==> src/rtl/comparator_serial.sv <==
// Bit-serial unsigned magnitude comparator: scans A and B MSB-first, one bit per cycle.
// Latency: result registered at the edge that leaves DONE, DATA_WIDTH+1 edges after accept; single-pair handshake (o_ready only in IDLE).
module comparator_serial #(
    parameter int DATA_WIDTH = 8
) (
    input  logic                  i_clk,
    input  logic                  i_rst,
    input  logic                  i_valid,
    output logic                  o_ready,
    input  logic [DATA_WIDTH-1:0] i_a,
    input  logic [DATA_WIDTH-1:0] i_b,
    output logic                  o_valid,
    output logic                  o_gt,
    output logic                  o_lt,
    output logic                  o_eq,
    output logic                  o_busy
);

    localparam int CW = (DATA_WIDTH > 1) ? $clog2(DATA_WIDTH) : 1;
    localparam logic [CW-1:0] LAST_BIT = CW'(DATA_WIDTH - 1);

    typedef enum logic [1:0] {
        IDLE    = 2'd0,
        COMPARE = 2'd1,
        DONE    = 2'd2
    } state_t;

    state_t                state;
    state_t                next_state;
    logic [CW-1:0]         cnt;
    logic [DATA_WIDTH-1:0] sh_a;
    logic [DATA_WIDTH-1:0] sh_b;
    logic                  decided;
    logic                  gt;
    logic                  lt;
    logic                  msb_a;
    logic                  msb_b;

    assign msb_a   = sh_a[DATA_WIDTH-1];
    assign msb_b   = sh_b[DATA_WIDTH-1];
    assign o_ready = (state == IDLE);
    assign o_busy  = (state != IDLE);

    always_ff @(posedge i_clk) begin
        if (i_rst) begin
            state <= IDLE;
        end else begin
            state <= next_state;
        end
    end

    always_comb begin
        next_state = state;
        case (state)
            IDLE:    if (i_valid) next_state = COMPARE;
            COMPARE: if (cnt == LAST_BIT) next_state = DONE;
            DONE:    next_state = IDLE;
            default: next_state = IDLE;
        endcase
    end

    always_ff @(posedge i_clk) begin
        if (i_rst) begin
            cnt     <= '0;
            sh_a    <= '0;
            sh_b    <= '0;
            decided <= 1'b0;
            gt      <= 1'b0;
            lt      <= 1'b0;
            o_valid <= 1'b0;
            o_gt    <= 1'b0;
            o_lt    <= 1'b0;
            o_eq    <= 1'b0;
        end else begin
            o_valid <= 1'b0;
            case (state)
                IDLE: begin
                    if (i_valid) begin
                        sh_a    <= i_a;
                        sh_b    <= i_b;
                        cnt     <= '0;
                        decided <= 1'b0;
                        gt      <= 1'b0;
                        lt      <= 1'b0;
                    end
                end
                COMPARE: begin
                    // The first differing bit from the top decides; lower bits cannot override it.
                    if (!decided && (msb_a != msb_b)) begin
                        gt      <= msb_a & ~msb_b;
                        lt      <= ~msb_a & msb_b;
                        decided <= 1'b1;
                    end
                    sh_a <= {sh_a[DATA_WIDTH-2:0], 1'b0};
                    sh_b <= {sh_b[DATA_WIDTH-2:0], 1'b0};
                    cnt  <= cnt + 1'b1;
                end
                DONE: begin
                    o_valid <= 1'b1;
                    o_gt    <= gt;
                    o_lt    <= lt;
                    o_eq    <= ~decided;
                end
                default: begin
                    o_valid <= 1'b0;
                end
            endcase
        end
    end

endmodule

==> config.mk <==
export PLATFORM = sky130hd
export DESIGN_NAME = comparator_serial
export DESIGN_NICKNAME = d
export VERILOG_FILES = /design/src/rtl/comparator_serial.sv
export SDC_FILE = /design/constraint.sdc
export NUM_CORES = 1
export LEC_CHECK = 0
export CORE_AREA = 2 2 54 56
export CTS_BUF_LIST = sky130_fd_sc_hd__clkbuf_4 sky130_fd_sc_hd__clkbuf_8
export CTS_CLUSTER_DIAMETER = 50
export DETAILED_ROUTE_END_ITERATION = 10
export DIE_AREA = 0 0 56 58
export GPL_ROUTABILITY_DRIVEN = 0
export GPL_TIMING_DRIVEN = 0
export HOLD_SLACK_MARGIN = 0.12
export PLACE_DENSITY = 0.89
export RECOVER_POWER = 25
export SYNTH_ARGS = -nofsm -noshare
export SYNTH_HDL_FRONTEND = slang
export SYNTH_SLANG_ARGS = --single-unit
==> constraint.sdc <==
create_clock -name i_clk -period 1.55 [get_ports i_clk]
set_input_delay 0.31 -clock i_clk [delete_from_list [all_inputs] [get_ports i_clk]]
set_output_delay 0.31 -clock i_clk [all_outputs]
set_load 0.01 [all_outputs]
==> results.sh <==
export IMPL_die_area_um2=3250
export IMPL_overflow=0
export IMPL_synth_cell_type_count=30
export IMPL_initial_utilization_pct=49.8
export IMPL_detail_route_antenna_nets=0
export IMPL_dp_slack_ps=-195
export IMPL_cpLargestDelayFamily="buffers and inverters"
export IMPL_io_buffers=23
export IMPL_vias=1087
export IMPL_cp_data_arrival_time_ps=1200
export IMPL_ios=25
export IMPL_fin_nets=192
export IMPL_ys_warn_count=0
export IMPL_core_area_um2=2660
export IMPL_drtIter0Drc=24
export IMPL_h_tree_depth=1
export IMPL_synth_nets=164
export IMPL_firstDrtPassIters=4
export IMPL_grt_pass1_vias=1075
export IMPL_hold_viol=0
export IMPL_synth_top_cell_area_share_pct=42.3
export IMPL_cts_path_max_buffers=2
export IMPL_final_common_cell="dfxtp_1"
export IMPL_antenna_found_initial=0
export IMPL_r2r_end="gt$_SDFFE_PP0P_"
export IMPL_slew_violations=0
export IMPL_dp_hpwl_um=1970
export IMPL_drive_gt1_share_pct=20.8
export IMPL_fin_crit_ps=1510
export IMPL_clock_sinks=28
export IMPL_worstSetupPathType="reg -> out"
export IMPL_min_from="i_rst"
export IMPL_fill_cells=227
export IMPL_reg2reg_slack_ps=150
export IMPL_vias_per_cell=5.46
export IMPL_fmax_mhz=663
export IMPL_rsz0062_at_grt="no"
export IMPL_tightest_slew_ps=606
export IMPL_cp_cell_sequence="clkdlybuf4s50_1"
export IMPL_synth_area_per_cell_um2=9.40
export IMPL_ys_seq_elements=28
export IMPL_fp_dieW_um=56
export IMPL_setup_violations=0
export IMPL_min_to="sh_b[5]$_SDFFE_PP0P_"
export IMPL_crit_buf_inv=1
export IMPL_grt_met3_usage_pct=2.90
export IMPL_cts_clk_slew_worst_paths_ps=160
export IMPL_hold_path_class="in -> reg"
export IMPL_diodes=0
export IMPL_finClkSkew_ps=8.41
export IMPL_synth_area_leaders="dfxtp_1 42%, nor2_1 6.2%, a211oi_2 5.7%"
export IMPL_cap_viol_max_count=0
export IMPL_wl_per_cell_um=13.3
export IMPL_seq_area_frac_synth_pct=42.3
export IMPL_busiest_layer="met2"
export IMPL_grt_pass1_wl_um=4520
export IMPL_cp_end_kind="primary output"
export IMPL_multiInputGateArea_um2=664
export IMPL_async_flop_share_pct=0
export IMPL_critPathSlowestCell="clkdlybuf4s50_1"
export IMPL_relSlewSlack_pct=59.6
export IMPL_cts_tree="yes"
export IMPL_p_leak_nw=0.666
export IMPL_crit_fanout=1
export IMPL_grt_max_degree=17
export IMPL_fp_dieH_um=58
export IMPL_post_cts_buffers=0
export IMPL_route_detailed_drc=0
export IMPL_gr_usage_all_layers_pct=17.4
export IMPL_worst_slack_ps=41.8
export IMPL_ff2ff_path_depth=5
export IMPL_ctsRootBufferMaster="clkbuf_4"
export IMPL_clk_latency_ps=340
export IMPL_required_ps=1240
export IMPL_total_power_mw=1.58
export IMPL_p_per_area_nw_per_um2=953
export IMPL_cts_hold_buf=0
export IMPL_drt_wl_total_um=2640
export IMPL_whs_path_depth=2
export IMPL_synth_edf_count=0
export IMPL_layout_common_cells="26 x dfxtp_1, 21 x nor2_1, 18 x nand2_1, 18 x clkdlybuf4s50_1, 13 x a21oi_1"
export IMPL_grt_use_met2_pct=33.4
export IMPL_setup_tns_final_ps=0
export IMPL_slowest_delay_ps=520
export IMPL_numCtsBuffers=3
export IMPL_grt_util_met1_pct=20.0
export IMPL_yosysTopAreaCell="dfxtp_1"
export IMPL_ys_flop_type="dfxtp_1"
export IMPL_seqCellArea_um2=563
export IMPL_period_share_pct=97.3
export IMPL_synthCells=141
export IMPL_startpoint_type="flop"
export IMPL_synthesis_area_um2=1330
export IMPL_status="complete, no violations"
export IMPL_area_growth_pct=25.0
export IMPL_row_count=19
export IMPL_ir_drop_v=0.000622
export IMPL_r2r_start="sh_a[7]$_SDFFE_PP0P_"
synthesized netlist by cell type, types with 3 or more instances:
cell type  count
a211oi_1       5
a211oi_2       6
a21oi_1       13
a21oi_2        6
buf_4          3
buf_6          4
dfxtp_1       28
ha_1           4
inv_1          3
mux2i_1        3
nand2_1       18
nor2_1        22
nor3b_1        3
cells by family after synthesis:
group                      synth area share [%]
and+or+nand+nor                            19.2
AOI/OAI and AO/OA                          23.7
DFF                                        42.3
buffers and inverters                      8.78
adders and majority gates                  3.78
muxes                                      2.27
sequential cells by signal, summed over array words and instances, names as in the netlist:
register / flops
sh_a: 8
sh_b: 8
cnt: 3
state: 2
decided: 1
gt: 1
lt: 1
o_eq: 1
o_gt: 1
o_lt: 1
o_valid: 1
stage by stage:
| step | cell area [um2] | util, % | hold slack [ps] | instances |
|---|---|---|---|---|
| finish | 1660 | 62.2 | 252 | 199 |
| global route | 1660 | 62.2 | 255 | 199 |
| CTS | 1650 | 61.8 | 248 | 199 |
| detailed placement | 1590 | 59.9 | 476 | 195 |
| global placement | 1590 | 59.9 | 459 | 195 |
| floorplan | 1330 | - | 451 | 141 |
worst max-delay path by stage:
stage | from | end | slack [ps] | depth (start not counted)
floorplan | sh_a[7]$_SDFFE_PP0P_ | gt$_SDFFE_PP0P_ | 240 | 5
global placement | i_valid | decided$_SDFFE_PP0P_ | -150 | 5
detailed placement | i_valid | decided$_SDFFE_PP0P_ | -190 | 5
CTS | state[1]$_SDFFE_PP0P_ | o_busy | 6 | 4
global route | state[1]$_SDFFE_PP0P_ | o_ready | 3 | 3
finish | o_valid$_SDFF_PP0_ | o_valid | 40 | 1
layout make-up:
type                    instances  area share (%)
flip-flops and latches         28            34.0
repair buffers                 23            13.7
clock buffers                   3            1.36
clock inverters                 1            1.81
plain buffers                  12            5.97
multi-input cells              98            40.1
well taps                      31            2.34
inverters                       3           0.680
report_power, final:
part	switching, mW	internal (mW)	total (mW)
registers	0.0278	0.765	0.793
clock network	0.230	0.262	0.491
logic	0.148	0.147	0.295
metal layers:
layer,vias to the layer above,wire [um]
li1,539,-
met1,522,1150
met2,22,1370
met5,-,0
met4,0,26
met3,4,91
timing repair:
item                                    4_1_cts  5_1_grt
cloned                                        0        0
endpoints found under the setup margin        3        6
resized for setup                             4        7
No activity file was read; power rests on OpenSTA's default activity.
